[src/rtl/fetch_unit.sv]
// Instruction fetch unit: issues single-word memory reads, holds the returned word
// in an instruction register until consumed, and handles control-flow redirects.
module fetch_unit #(
    parameter int ADDR_W   = 8,
    parameter int DATA_W   = 16,
    parameter int RESET_PC = 0,
    parameter int CNT_W    = 16
) (
    input  logic              clk,
    input  logic              rst,
    output logic              mem_req,
    output logic [ADDR_W-1:0] mem_addr,
    input  logic              mem_ack,
    input  logic [DATA_W-1:0] mem_rdata,
    input  logic              jump_en,
    input  logic [ADDR_W-1:0] jump_addr,
    input  logic              ir_ready,
    output logic [DATA_W-1:0] ir,
    output logic              ir_valid,
    output logic [ADDR_W-1:0] ir_pc,
    output logic [ADDR_W-1:0] pc,
    output logic [CNT_W-1:0]  fetch_count
);

    typedef enum logic [1:0] {START, FETCH, DISCARD, HOLD} state_t;

    localparam logic [ADDR_W-1:0] RESET_ADDR = ADDR_W'(RESET_PC);
    localparam logic [CNT_W-1:0]  CNT_MAX    = '1;

    state_t state;

    // NOTE: all state uses non-blocking assignments so every register samples
    // the pre-edge values; blocking here would make pc+1 and ir_pc<=pc race.
    always_ff @(posedge clk or negedge rst) begin
        if (!rst) begin
            state       <= START;
            pc          <= RESET_ADDR;
            mem_req     <= 1'b0;
            mem_addr    <= RESET_ADDR;
            ir          <= '0;
            ir_pc       <= '0;
            ir_valid    <= 1'b0;
            fetch_count <= '0;
        end else begin
            case (state)
                START: begin
                    mem_req  <= 1'b1;
                    mem_addr <= pc;
                    state    <= FETCH;
                end

                // FETCH entered with mem_req=0 spends one idle cycle before
                // issuing, which provides the mandatory gap after every ack.
                FETCH: begin
                    if (!mem_req) begin
                        mem_req <= 1'b1;
                        if (jump_en) begin
                            pc       <= jump_addr;
                            mem_addr <= jump_addr;
                        end else begin
                            mem_addr <= pc;
                        end
                    end else if (mem_ack) begin
                        mem_req <= 1'b0;
                        if (jump_en) begin
                            pc <= jump_addr;
                        end else begin
                            ir       <= mem_rdata;
                            ir_pc    <= pc;
                            ir_valid <= 1'b1;
                            pc       <= pc + ADDR_W'(1);
                            state    <= HOLD;
                        end
                    end else if (jump_en) begin
                        pc    <= jump_addr;
                        state <= DISCARD;
                    end
                end

                // The stale request is still outstanding; wait for its ack and
                // throw the data away.
                DISCARD: begin
                    if (jump_en) begin
                        pc <= jump_addr;
                    end
                    if (mem_ack) begin
                        mem_req <= 1'b0;
                        state   <= FETCH;
                    end
                end

                HOLD: begin
                    if (ir_ready || jump_en) begin
                        ir_valid <= 1'b0;
                        state    <= FETCH;
                        if (jump_en) begin
                            pc <= jump_addr;
                        end
                        if (ir_ready && fetch_count != CNT_MAX) begin
                            fetch_count <= fetch_count + CNT_W'(1);
                        end
                    end
                end

                default: state <= START;
            endcase
        end
    end

endmodule

[config.mk]
export PLATFORM = sky130hd
export DESIGN_NAME = fetch_unit
export DESIGN_NICKNAME = d
export VERILOG_FILES = /design/src/rtl/fetch_unit.sv
export SDC_FILE = /design/constraint.sdc
export NUM_CORES = 1
export LEC_CHECK = 0
export BUFFER_PORTS_ARGS = -buffer_cell sky130_fd_sc_hd__buf_2
export CAP_MARGIN = 20
export CELL_PAD_IN_SITES_DETAIL_PLACEMENT = 0
export CELL_PAD_IN_SITES_GLOBAL_PLACEMENT = 1
export CORE_AREA = 2 2 89 91
export DETAILED_ROUTE_END_ITERATION = 6
export DIE_AREA = 0 0 91 93
export HOLD_SLACK_MARGIN = 0.02
export PLACE_DENSITY = 0.83
export SYNTH_ARGS = -nofsm -noshare
export SYNTH_HDL_FRONTEND = slang
export SYNTH_SLANG_ARGS = --single-unit
[constraint.sdc]
create_clock -name clk -period 2.4 [get_ports clk]
set_clock_uncertainty 0.1 [all_clocks]
set_input_delay 0.6 -clock clk [delete_from_list [all_inputs] [get_ports clk]]
set_output_delay 0.6 -clock clk [all_outputs]
set_load 0.01 [all_outputs]
# After elaboration in Yosys (flattened, before gate mapping)
# Index checks and enable logic that the tools add are counted.
# Widths: inputs -> output; s select.
[classes]
add_sub_neg = 2
mul = 0
div_mod_pow = 0
order_cmp = 0
eq_ne = 12
n_shift = 0
n_mux = 24
n_bitwise = 1
reduce_logical = 14
[ops]
columns = ["operator", "n"]
rows = [
  ["$mux 8", 6],
  ["$pmux 8 s3", 1],
  ["$add 16x1->16 const B", 1],
  ["$ne 16x16->1 const B", 1],
  ["$pmux 8 s2", 1],
  ["$mux 2", 6],
  ["$ne 2x2->1 const B", 6],
  ["$reduce_and 5->1", 2],
  ["$add 8x1->8 const B", 1],
  ["$pmux 2 s4", 1],
  ["$mux 1", 7],
  ["$ne 3x3->1 const B", 2],
  ["$reduce_and 2->1", 3],
  ["$reduce_bool 3->1", 2],
  ["$eq 2x2->1 const B", 2],
  ["$reduce_and 4->1", 1],
  ["$reduce_bool 2->1", 2],
  ["$pmux 1 s3", 1],
  ["$reduce_and 3->1", 1],
  ["$eq 2x1->1 const B", 1],
  ["$logic_not 2->1", 1],
  ["$pmux 1 s2", 1],
  ["$logic_and 1x1->1", 1],
  ["$logic_or 1x1->1", 1],
  ["$not 1->1", 1],
]
[word_totals]
regBits = 60
latch_bits = 0
ram_bits = 0
rom_bits = 0
memories = 0

# Longest topological paths before layout
[logic_depth]
word_depth = 5
ltp_mapped = 6
depth_no_buf = 5

# Least setup slack after synthesis
# Ideal clock, no wire load.
[synth_path]
path_type = "register -> register"
startpoint = "register fetch_count[0]"
endpoint = "register fetch_count[1]"
setup_time_ns = 0.125
t_arrival_ns = 1.882
path_slack_ns = 0.293
path_stages_with_launch = 6
n_path_buf = 0
period_less_slack_ns = 2.107
cell_sequence = "dfrtp_1 ha_1 nand4_4 or4_4 and2_4 mux2_4"
[synth_between]
elab_chain_cells = 3
elab_cells_between_ends = 4
[synth_rtl]
columns = ["element", "line_no", "source"]
rows = [
  ["start: declaration", "22", "output logic [CNT_W-1:0] fetch_count"],
  ["start signal: assignment", "100", "fetch_count <= fetch_count + CNT_W'(1);"],
  ["branches (longest 3 deep; another with $add 16x1->16)", "--", ""],
]
# Parallel ways; which one is timed is not known.
# A chain may end at the register's enable or synchronous reset.

# Worst setup path in the final report
# Ends and elaborated chain as after synthesis.

==> results_dict.tcl <==
set metrics [dict create \
    outcome "finished clean" \
    period_needed_ns 2.17 \
    wirelength_um 6630 \
    maxSlewHeadroom_pct 69.3 \
    grt_usage_pct 16.4 \
    worst_slack_ns 0.231 \
    syn_inst 262 \
    clockRootBuffer "clkbuf_8" \
    clock_path_buffers 2 \
    r2r-end "fetch_count[1]" \
    combPwrFrac_pct 36.6 \
    rr_worst_depth 5 \
    fin_nets 387 \
    hold_viol 0 \
    antenna_found_initial 0 \
    p_int_uw 2890 \
    drtIter0Drc 60 \
    synth-simple-area-share_pct 17.8 \
    yosys-top-cells-count "60 x dfrtp_1, 25 x mux2_2, 17 x nor2_1, 16 x a21oi_1, 12 x nand2_1" \
    ant_nets 0 \
    yosysMostFrequentCell "dfrtp_1" \
    r2r-start "fetch_count[0]" \
    insertion_delay_ns 0.34 \
    cts_made_buffers 9 \
    setup-violations-final 0 \
    tightestPinTransition_ns 0.459 \
    final_max_slew_viol_count 0 \
    grt_pass1_wl_um 11300 \
    synth_area_um2 2870 \
    fin_crit_sh_pct 90.4 \
    vias_per_cell 5.08 \
    numClockSinks 60 \
    yosys.area.top_type "dfrtp_1" \
    synth-compound-area-share_pct 10.3 \
    worstSetupEndpointType "flip-flop" \
    grt_max_degree 61 \
    ir_worst_vdd_mv 0.537 \
    ys_types 48 \
    power_uw 4470 \
    rsz0062_at_grt "no" \
    num_io_pins 87 \
    synth-edff-count 0 \
    yosys.area_share.xor_xnor_pct 3.66 \
    cts_htree_levels 3 \
    post_drt_wl_per_cell_um 14.3 \
    drt-pass1-iter-count 4 \
    ys_async_sr_fraction_pct 100 \
    synthTopCellsByArea "dfrtp_1 52%, mux2_2 9.8%, a21oi_1 2.8%" \
    p_sw_share_pct 35.3 \
    synthMuxAreaShare_pct 12.1 \
    grt-ovfl-total 0 \
    critPathArrivalTime_ns 2.29 \
    worstPathRequired_ns 2.53 \
    fp.dieH_um 93 \
    drive_above_1_share_pct 41.6 \
    clk_pin_slew_ns 0.07 \
    synth_flop_cell "dfrtp_1" \
    diodes 0 \
    grt_pass1_vias 2346 \
    yosysTopAreaCellShare_pct 52.3 \
    die_area_um2 8460 \
    p_clk_share_pct 25.2 \
    post_cts_buffers 0 \
    place_congestion 0.845 \
    drc 0 \
    critPathLaunchType "flip-flop" \
    fin_tns_setup_ns 0 \
    cts.repair.resized 0 \
    power_density_nw_per_um2 1200 \
    p_switching_uw 1580 \
    ys_seq_area_share_pct 52.3 \
    ys_ff_latch 60 \
    maxCapViolCount 0 \
    hold_path.class "input pin to async pin" \
    die_w_um 91 \
    leakage_uw 0.00177 \
    post-route-util_pct 49.4 \
    holdWs_ns 0.151 \
    crit_type "flip-flop to flip-flop" \
    syn_avg_cell_area_um2 11.0 \
    synth_fa_ha_area_share_pct 0.872 \
    tritoncts "built" \
    syn-num-nets 293 \
    path_max_fanout 9 \
    place.detailed.hpwl_um 4780 \
    rows 32 \
    postCtsHoldBufs 0 \
    fmax_mhz 461 \
    initial_core_util_pct 38.1 \
    vias 2350 \
    reg2reg_slack_ns 0.23 \
    core-area_um2 7530 \
    io_buffers 86 \
    yosysWarnings 0 \
    dp_slack_ns 0.240 \
    syn2layout_area_growth_pct 29.6 \
    synth_top_family_by_area "simple AND/OR/NAND/NOR gates" \
    seqPwrFrac_pct 38.3 \
]
## placed cells by master (no fill, tap or decap), drive strengths merged, types with 3 or more instances in the layout
master and count:
a21oi 16, a22o 4, a31oi 3, buf 95, bufinv 3, clkbuf 9
dfrtp 60, inv 10, mux2 26, mux2i 5, nand2 12, nand2b 5
nand3 10, nand4 10, nor2 18, nor3 8, nor4 5, o21ai 7
o22ai 10, or2 4, xnor2 6, xor2 6
## area by class of cell
cell class                      instances  area (um^2)
Fill cell                             721         3810
Tap cell                              102          128
Clock buffer                            9          124
Sequential cell                        60         1500
Multi-Input combinational cell        181         1280
Timing Repair Buffer                   95          523
Clock inverter                          7          124
Inverter                                9         33.8
## metal layers
layer  GRT usage, %  wire length (um)
met1           22.2              2970
met2           26.7              3240
met3           3.38               338
met4           4.92                71
met5              0                 0
## cells by family after synthesis
group / Yosys count
xor gates and xnor gates: 12
adders and majority gates: 2
muxes: 31
and+or+nand+nor: 88
DFF: 60
AOI/OAI and AO/OA: 48
buffers and inverters: 21
## registers in the layout, indices dropped and copies added (netlist names)
signal / flops
state: 2
ir_pc: 8
pc: 8
mem_addr: 8
fetch_count: 16
ir_valid: 1
mem_req: 1
ir: 16
## metrics by stage
stage	std cells	area [um^2]
2_1_floorplan	262	2870
4_1_cts	463	3720
3_3_place_gp	447	3470
6_report	463	3720
5_1_grt	463	3720
3_5_place_dp	447	3470
## worst max path at each step
stage	from	slack [ns]	to
2_1_floorplan	fetch_count[0]	0.29	fetch_count[1]
5_1_grt	fetch_count[0]	0.14	fetch_count[1]
6_report	fetch_count[0]	0.23	fetch_count[1]
3_3_place_gp	fetch_count[0]	0.28	fetch_count[1]
3_5_place_dp	fetch_count[0]	0.24	fetch_count[1]
4_1_cts	fetch_count[0]	0.23	fetch_count[1]
## power groups by stage
| stage | Sequential (uW) | Combinational (uW) | Clock, uW |
|---|---|---|---|
| after CTS | 1720 | 1660 | 1160 |
| after global routing | 1780 | 1810 | 1190 |
| after floorplan | 1850 | 834 | 0 |
| after global placement | 1710 | 1630 | 0 |
| after detailed placement | 1730 | 1660 | 0 |
| final | 1710 | 1640 | 1120 |
## worst max-delay path, stage by stage (launching register included)
cell,delay (ns)
dfrtp_1,0.42
ha_1,0.31
nand4_4,0.18
or4_4,0.57
and2_4,0.19
mux2_4,0.29
Power figures use the tool's default switching activity.
